[config.mk]
export PLATFORM = sky130hd
export DESIGN_NAME = univ_shift_reg
export DESIGN_NICKNAME = d
export VERILOG_FILES = /design/src/rtl/univ_shift_reg_pkg.sv /design/src/rtl/univ_shift_reg.sv
export SDC_FILE = /design/constraint.sdc
export NUM_CORES = 1
export LEC_CHECK = 0
export CORE_MARGIN = 2
export CORE_UTILIZATION = 45
export CTS_CLUSTER_DIAMETER = 80
export DETAILED_ROUTE_END_ITERATION = 7
export PLACE_DENSITY_LB_ADDON = 0.05
export RECOVER_POWER = 100
export SLEW_MARGIN = 5
export SYNTH_ARGS = -nofsm -noshare
export SYNTH_HDL_FRONTEND = slang
export SYNTH_SLANG_ARGS = --single-unit
export TNS_END_PERCENT = 5
[constraint.sdc]
create_clock -name clk -period 8.2 [get_ports clk]
set_clock_uncertainty 0.2 [all_clocks]
set_input_delay 1.64 -clock clk [delete_from_list [all_inputs] [get_ports clk]]
set_output_delay 1.64 -clock clk [all_outputs]
set_load 0.05 [all_outputs]
[src/rtl/univ_shift_reg_pkg.sv]
// ---------------------------------------------------------------------------
// univ_shift_reg_pkg
//   Shared definitions for the universal shift/count register.
//   - mode_e      : 3-bit operation select encoding
//   - WIDTH_MIN/MAX : legal register width bounds
//   - is_legal_width() : helper used by the top-level elaboration check
// ---------------------------------------------------------------------------
package univ_shift_reg_pkg;

    localparam int WIDTH_MIN = 2;
    localparam int WIDTH_MAX = 32;

    typedef enum logic [2:0] {
        MODE_HOLD  = 3'b000,
        MODE_LOAD  = 3'b001,
        MODE_SHL   = 3'b010,
        MODE_SHR   = 3'b011,
        MODE_ROL   = 3'b100,
        MODE_ROR   = 3'b101,
        MODE_CNTUP = 3'b110,
        MODE_CNTDN = 3'b111
    } mode_e;

    function automatic bit is_legal_width(int w);
        return (w >= WIDTH_MIN) && (w <= WIDTH_MAX);
    endfunction

endpackage

[src/rtl/univ_shift_reg.sv]
// ---------------------------------------------------------------------------
// univ_shift_reg
//   WIDTH-bit register with hold / load / shift / rotate / count modes and a
//   one-cycle carry pulse whenever a count wraps.
//
// Ports:
//   clk       in   clock, all state updates on the rising edge
//   re        in   synchronous active-high reset (highest priority)
//   en        in   operation enable; 0 holds q regardless of mode
//   mode      in   [2:0] operation select (see univ_shift_reg_pkg::mode_e)
//   d         in   [WIDTH-1:0] parallel load data
//   ser_in_r  in   bit entering the LSB on shift left
//   ser_in_l  in   bit entering the MSB on shift right
//   q         out  [WIDTH-1:0] register contents
//   ser_out_l out  q[WIDTH-1]
//   ser_out_r out  q[0]
//   carry     out  registered pulse, high the cycle after a count wrap
//   zero      out  high when q == 0
// ---------------------------------------------------------------------------
module univ_shift_reg
    import univ_shift_reg_pkg::*;
#(
    parameter int          WIDTH       = 8,
    parameter int unsigned RESET_VALUE = 0
) (
    input  logic             clk,
    input  logic             re,
    input  logic             en,
    input  logic [2:0]       mode,
    input  logic [WIDTH-1:0] d,
    input  logic             ser_in_r,
    input  logic             ser_in_l,
    output logic [WIDTH-1:0] q,
    output logic             ser_out_l,
    output logic             ser_out_r,
    output logic             carry,
    output logic             zero
);

    generate
        if (!is_legal_width(WIDTH)) begin : g_bad_width
            $error("univ_shift_reg: WIDTH out of range 2..32");
        end
    endgenerate

    // Reset value is truncated to the register width.
    localparam logic [31:0]      RST_FULL = RESET_VALUE;
    localparam logic [WIDTH-1:0] RST_Q    = RST_FULL[WIDTH-1:0];
    localparam logic [WIDTH-1:0] ONE      = {{(WIDTH-1){1'b0}}, 1'b1};
    localparam logic [WIDTH-1:0] ALL_ONES = {WIDTH{1'b1}};
    localparam logic [WIDTH-1:0] ZEROS    = {WIDTH{1'b0}};

    logic [WIDTH-1:0] q_nxt;
    logic             carry_nxt;

    // Next-state mux. Serial inputs are only referenced inside their own
    // shift branch, so an unknown serial input cannot leak into other modes.
    always_comb begin
        q_nxt     = q;
        carry_nxt = 1'b0;
        if (en) begin
            case (mode)
                MODE_HOLD:  q_nxt = q;
                MODE_LOAD:  q_nxt = d;
                MODE_SHL:   q_nxt = {q[WIDTH-2:0], ser_in_r};
                MODE_SHR:   q_nxt = {ser_in_l, q[WIDTH-1:1]};
                MODE_ROL:   q_nxt = {q[WIDTH-2:0], q[WIDTH-1]};
                MODE_ROR:   q_nxt = {q[0], q[WIDTH-1:1]};
                MODE_CNTUP: begin
                    q_nxt     = q + ONE;
                    carry_nxt = (q == ALL_ONES);
                end
                MODE_CNTDN: begin
                    q_nxt     = q - ONE;
                    carry_nxt = (q == ZEROS);
                end
                default:    q_nxt = q;
            endcase
        end
    end

    // carry is recomputed every cycle, so a pulse can never stretch; two
    // back-to-back wraps simply produce two back-to-back pulses.
    always_ff @(posedge clk) begin
        if (re) begin
            q     <= RST_Q;
            carry <= 1'b0;
        end else begin
            q     <= q_nxt;
            carry <= carry_nxt;
        end
    end

    assign ser_out_l = q[WIDTH-1];
    assign ser_out_r = q[0];
    assign zero      = (q == ZEROS);

endmodule

Word level (Yosys, flattened, before mapping)
Index checks and enable logic that the tools add are counted.
- register bits: 9
- add/sub/neg operators: 2
- eq/ne operators: 8
- multiplexer cells: 2
- bitwise operators: 2
- reduce and logical (&&, ||, !) cells: 4
- operators with widths (operator ; count):
    one-hot mux 8 bit (7 select lines) ; 1
    == test 3 bit, second input constant ; 4
    adder 8 x 1 -> 8 bit, second input constant ; 1
    == test 8 bit, second input constant ; 1
    logical NOT 8 bit ; 1
    subtractor 8 x 1 -> 8 bit, second input constant ; 1
    == test 3 x 2 -> 1 bit, second input constant ; 2
    == test 3 x 1 -> 1 bit, second input constant ; 1
    logical NOT 3 bit ; 1
    inverter 1 bit ; 2
    one-hot mux 1 bit (2 select lines) ; 1
    AND reduction 2 bit ; 1
    OR reduction 2 bit ; 1

Logic depth before layout (Yosys ltp)
- depth in word-level cells: 3
- mapped depth: 11
- depth with buffers taken out: 10

Worst setup path before layout
No wires, ideal clock.
- path kind: input port to flip-flop
- start: input port mode[2]
- end: register q[6]
- library setup time: 95 ps
- arrival time: 3776 ps
- data required time: 7905 ps
- setup slack: 4129 ps
- cell stages on the path: 10
- path through: clkbuf_1 > inv_1 > nor2_1 > nand2_1 > xnor2_1 > ha_1 > or4b_1 > o32ai_1 > o21ai_0 > a221oi_1
- cells in the longest elaborated chain, start to end: 3
- RTL lines (item ; RTL line ; source):
    start: declaration ; univ_shift_reg.sv:29 ; input logic [2:0] mode,
    parallel branches: the longest is 3 deep, another holds one-hot mux 8 bit (7 select lines) ; -- ;
    end signal: assignment ; univ_shift_reg.sv:89 ; q <= q_nxt;
    end: declaration ; univ_shift_reg.sv:33 ; output logic [WIDTH-1:0] q,
Several ways; the timed one is not identified.
A chain may end at the register's enable or synchronous reset.

Worst setup path in the final report
- start: input port mode[1]
- end: register q[6]
Same word-level chain as after synthesis.

==> results.toml <==
[synthesis]
netlist_instances = 123
syn_area_per_cell_um2 = 7.29
synth_ff_type = "dfxtp_1"
syn_nets = 140
synth_warnings = 0
synthTopCellsByArea = "dfxtp_1 20%, o21ai_0 6.7%, mux2i_1 5.6%"
synth_most_common_cell = "o21ai_0"
synthTopCellsByCount = "12 x o21ai_0, 11 x nand2_1, 10 x nor2_1"
synthArstFlopShare_pct = 0
synth_cell_types = 43
synth_edf_count = 0
yosysSeqAreaShare_pct = 20.1
synth_area_um2 = 897
synth_top_area_share_pct = 20.1
ys_seq_elements = 9
synth_top_area_cell = "dfxtp_1"

[power_and_ir_drop]
p_leak_nw = 0.426
p_total_mw = 0.162
ir_worst_vdd_mv = 0.0885
powerDensity_nw_per_um2 = 139

[drt]
routed-via-count = 1035
dr.pass1.iters = 5
wire_per_inst_um = 15.0
drt_iter0_markers = 49
ant_nets = 0
drcViolationCount = 0
via_per_inst = 6.16
drt_wl_total_um = 2530

[clock_tree]
cts_tree = "yes"
cts_resized = 0
clk_latency_ns = 0.27
numClockSinks = 9
clk_pin_slew_ns = 0.06
cts_root_buf = "clkbuf_4"
htree_num_levels = 1
cts_buffers = 3
cts_post_setup_buffers_inserted = 0
clockBufferDepth = 2
cts_hold_buf = 0

[timing]
timing.slew.headroom_pct = 40.8
finalSetupViolCount = 0
fin_crit_sh_pct = 58.2
setup_tns_ns = 0
slew_viol_final = 0
max_freq_mhz = 210
worst_slew_pin_slew_ns = 0.886
fin_crit_ns = 4.77
hold_viol = 0
grt_setup_unrepaired = "false"

[global_routing]
grt_overflow_total = 0
antenna_found_initial = 0
grt_max_degree = 25
grt_pass1_vias = 912
grt_use_total_pct = 21.4
grt_pass1_wl_um = 4040

[floorplan]
die-area_um2 = 2370
row_count = 16
dieHeight_um = 48.7
start_util_pct = 46.7
dieWidth_um = 48.7
core_area_um2 = 1920
boundaryPins = 28

[critical_path]
cp_data_required_time_ns = 8.18
cpMaxStageDelayCell = "dlygate4sd3_1"
reg2reg_slack_ns = 5.74
crit_chain = "dlygate4sd3_1 -> inv_1 -> nor2_1 -> nand2_1 -> xnor2_1 -> ha_1 -> or4b_1 -> o32ai_1 -> o21ai_0 -> a221oi_1"
max_stage_delay_ns = 0.87
path_class = "in -> reg"
worstSetupEndpointType = "flop"
reg2reg_from = "q[1]$_SDFFE_PP0P_"
cp_max_fo = 17
crit_family = "buffers and inverters"
crit_buf_inv = 2
r2r-end = "q[6]$_SDFFE_PP0P_"
cp-start-kind = "input pin"
crit_arrival_ns = 4.75
r2r_cells = 6

[min_path]
hold_path_end = "q[6]$_SDFFE_PP0P_"
hp-start = "q[6]$_SDFFE_PP0P_"
min_path_cells = 2
hold_path.class = "reg -> reg"

[cells_and_area]
diodes = 0
layout.cells.non_filler = 168
multi_input_area_um2 = 631
drive_gt1_share_pct = 7.09
ff_latch_area_um2 = 180
finish.instance_area_um2 = 1160
nFillCells = 199
final_util_pct = 60.4
nets = 159
area_growth_pct = 29.3

[place]
routabilityCongestion = 1.01
dp_cells = 164
place_area_um2 = 1130
port_buffers = 27
hpwl_um = 1780

[flow_run]
drv_cap = 0

[status]
status = "completed"
[cell usage in the layout, fill, tap and decap left out, drive strengths merged, types with 2 or more instances in the layout]
master / synthesis / final
a211oi: 3 / 3
a21oi: 5 / 5
a221oi: 4 / 4
clkbuf: 6 / 4
clkdlybuf4s50: 0 / 13
dfxtp: 9 / 9
dlygate4sd3: 0 / 14
inv: 5 / 5
mux2i: 5 / 5
nand2: 11 / 11
nand2b: 3 / 3
nand3: 6 / 6
nor2: 11 / 11
nor2b: 3 / 3
nor4b: 2 / 2
o21ai: 12 / 12
o221ai: 3 / 3
o22ai: 4 / 4
o311ai: 3 / 3
or2: 2 / 2
or3: 2 / 2
or4b: 2 / 2
[how the worst max path moves through the flow]
stage / cells past startpoint / startpoint / slack, ns / endpoint
finish: 10 / mode[1] / 3.43 / q[6]$_SDFFE_PP0P_
global route: 10 / mode[1] / 3.20 / q[6]$_SDFFE_PP0P_
CTS: 10 / mode[1] / 3.55 / q[6]$_SDFFE_PP0P_
detailed placement: 10 / mode[1] / 3.26 / q[6]$_SDFFE_PP0P_
global placement: 10 / mode[1] / 3.42 / q[6]$_SDFFE_PP0P_
floorplan: 10 / mode[2] / 4.13 / q[6]$_SDFFE_PP0P_
[final cells by class]
cell class	count	share of cell area, %
clock buffers	4	2.27
flip-flops and latches	9	15.5
multi-input cells	96	54.4
repair buffers	27	23.3
inverters	5	1.62
well taps	27	2.91
[routing by layer]
layer / part of all wire [%] / track usage (%) / up-vias
met5: 0 / 0 / -
met4: 2.2 / 11.4 / 0
met1: 43 / 28.7 / 476
met3: 7.4 / 2.47 / 7
met2: 47 / 33.3 / 50
li1: - / - / 502
[kinds of logic (layout without fill, tap and decap cells)]
| group | after synthesis | after routing | share of synthesized area, % |
|---|---|---|---|
| fa+ha+maj | 1 | 1 | 1.39 |
| mux | 6 | 6 | 7.25 |
| flops | 9 | 9 | 20.1 |
| buf+inv | 18 | 36 | 9.62 |
| xor+xnor | 1 | 1 | 0.976 |
| compound gates | 42 | 42 | 31.8 |
| simple gates | 46 | 46 | 28.9 |
[where the power goes]
part | internal [mW] | switching, mW
Combinational | 0.0285 | 0.0413
Sequential | 0.0470 | 0.00769
Clock | 0.0189 | 0.0184
Total | 0.0944 | 0.0674
[worst min-delay path: stages (launching register included)]
cell      delay (ns)
dfxtp_1         0.37
inv_1           0.07
a221oi_1        0.07
[sequential cells by signal (all words and copies together), names as in the netlist]
name   count
q          8
carry      1
[through the flow]
stage	hold slack (ns)	setup WS, ns
2_1_floorplan	0.535	4.13
3_3_place_gp	0.347	3.42
3_5_place_dp	0.352	3.26
4_1_cts	0.360	3.55
5_1_grt	0.403	3.20
6_report	0.367	3.43
No activity file was read; power rests on OpenSTA's default activity.
==> edit: new RTL, same settings <==
Put a register stage on the outputs `ser_out_l`, `ser_out_r` and `zero`. The values now appear one clock later. The other outputs are not delayed to match.
--- a/src/rtl/univ_shift_reg.sv
+++ b/src/rtl/univ_shift_reg.sv
@@ -92,7 +92,9 @@
     end
 
-    assign ser_out_l = q[WIDTH-1];
-    assign ser_out_r = q[0];
-    assign zero      = (q == ZEROS);
+    always_ff @(posedge clk) begin
+        ser_out_l <= q[WIDTH-1];
+        ser_out_r <= q[0];
+        zero      <= (q == ZEROS);
+    end
 
 endmodule
Function: changed (Yosys sat finds a counterexample within 4 cycles, from zero or initial values).
==> edit against the original RTL <==
Worst setup slack better by 470 ps; final cell count is 17% higher; first-iteration DRC count is 43% lower; synthesized area is 26% higher; sequential cell count is 3 higher; utilization is 2.9 points lower; wire length is 20% higher; final area is 20% higher; critical path depth is 2 lower; count of clock-buffer cells in the layout stayed put; total power is 23% higher.
==> edit: results (changes against the original RTL) <==
status completed; gate family responsible for the most delay along the worst path buffers and inverters; data arrival time of the critical path 4300 ps (-450 ps); Cell Count, Final, Fillers Out 197 (+17%); compound-cell area share of the yosys netlist 0.265 (-0.0533); net count of the mapped netlist 165 (+18%); CTS max path bufs 2 (unchanged); sequential area share after synthesis 0.213 (+0.0118); fin crit period 4300 ps (-474 ps); global-route wire length before repair 5110 µm (+27%); count of buffers inserted at the top-level ports 27 (unchanged); Worst path max stage delay 1080 ps (+210 ps); HP Class reg -> reg; detailed router's first-iteration violation count 28 (-43%); routed wl met3 123 µm (-34%); wire length on met2 1410 µm (+19%); fraction of layout cells with a size suffix above 1 0.0719 (+0.000934); number of fill cells in the layout 249 (+25%); Routability Congestion 0.870 (-14%); transition time of the tightest slew-check pin 836 ps (-49.4 ps); vias 1223 (+18%); distinct cell type count after synthesis 47 (+9.3%); hpwl dp 2060 µm (+16%); quantity of gates resized following cts 0 (unchanged); top cells by count, synth 13 x nor2_1, 12 x dfxtp_1, 10 x nand3_1; iteration count of the initial detailed-routing pass 4 (-1); setup slack of the most critical reg-to-reg path 6130 ps (+390 ps); H-tree depth 1 (unchanged); clock root buffer clkbuf_4; pin count of the biggest net entering global routing 34 (+36%); fraction of synthesized area in multiplexers 0.0543 (-0.0183); routed metal-1 wire length 1450 µm (+33%); top post-synthesis cells by area dfxtp_1 21%, mux2i_1 4.4%, nand3_1 4.4%; total routing resource utilization after global routing 0.241 (+0.0270); Final Hold Vio Count 0 (unchanged); maximum fanout encountered on the critical timing path 23 (+6); final hold slack 300 ps (-66.7 ps); Post-layout nets 185 (+16%); Clk pin slew, worst setup/hold paths 90 ps (+30 ps); number of global-route vias before repair 1109 (+22%); xor/xnor share of the synthesized area 0.0310 (+0.0212); cell type of the slowest stage on the worst timing path dlygate4sd3_1; Clock Latency Late Sink 290 ps (+20 ps); static leakage 0.521 nW (+22%); post-placement cell area 0.00137 mm² (+21%); IR drop worst, VDD 0.0998 mV (+13%); fraction of the mapped netlist area in adder cells 0.0111 (-0.00287); routed len/inst 15.4 µm (+2.5%); pre-CTS WS 3730 ps (+465 ps); Post-Synthesis Mean Instance Area 7.63 µm² (+4.7%); area growth from synthesis to final layout 23.7%; number of flip-flops under the largest register name 8 (unchanged); antenna fix cells 0 (unchanged)
edit: final cells by class:
class | count | share of cell area
timing repair buffer | 29 | 0.204
inverter | 4 | 0.0107
clock buffer | 4 | 0.0260
sequential | 12 | 0.172
tap | 30 | 0.0269
multi-input combinational | 118 | 0.560
edit: routing by layer:
layer	up-vias	GRT usage
met5	-	0
met4	0	0.0917
met3	5	0.0278
met2	34	0.394
met1	576	0.321
li1	608	-
edit: path summary, 6_finish.rpt:
| path | startpoint | to | cells past startpoint |
|---|---|---|---|
| min reg2reg | q[7] | ser_out_l | 0 |
| min | q[7] | ser_out_l | 0 |
| max | mode[1] | q[2] | 8 |
| max reg2reg | q[1] | q[2] | 6 |
edit: power by group:
part	leakage (nW)	total, mW	internal (mW)	switching [mW]
Sequential	0.0988	0.0736	0.0635	0.0102
Combinational	0.401	0.0748	0.0301	0.0447
Clock	0.0210	0.0505	0.0271	0.0234
Total	0.521	0.199	0.121	0.0783
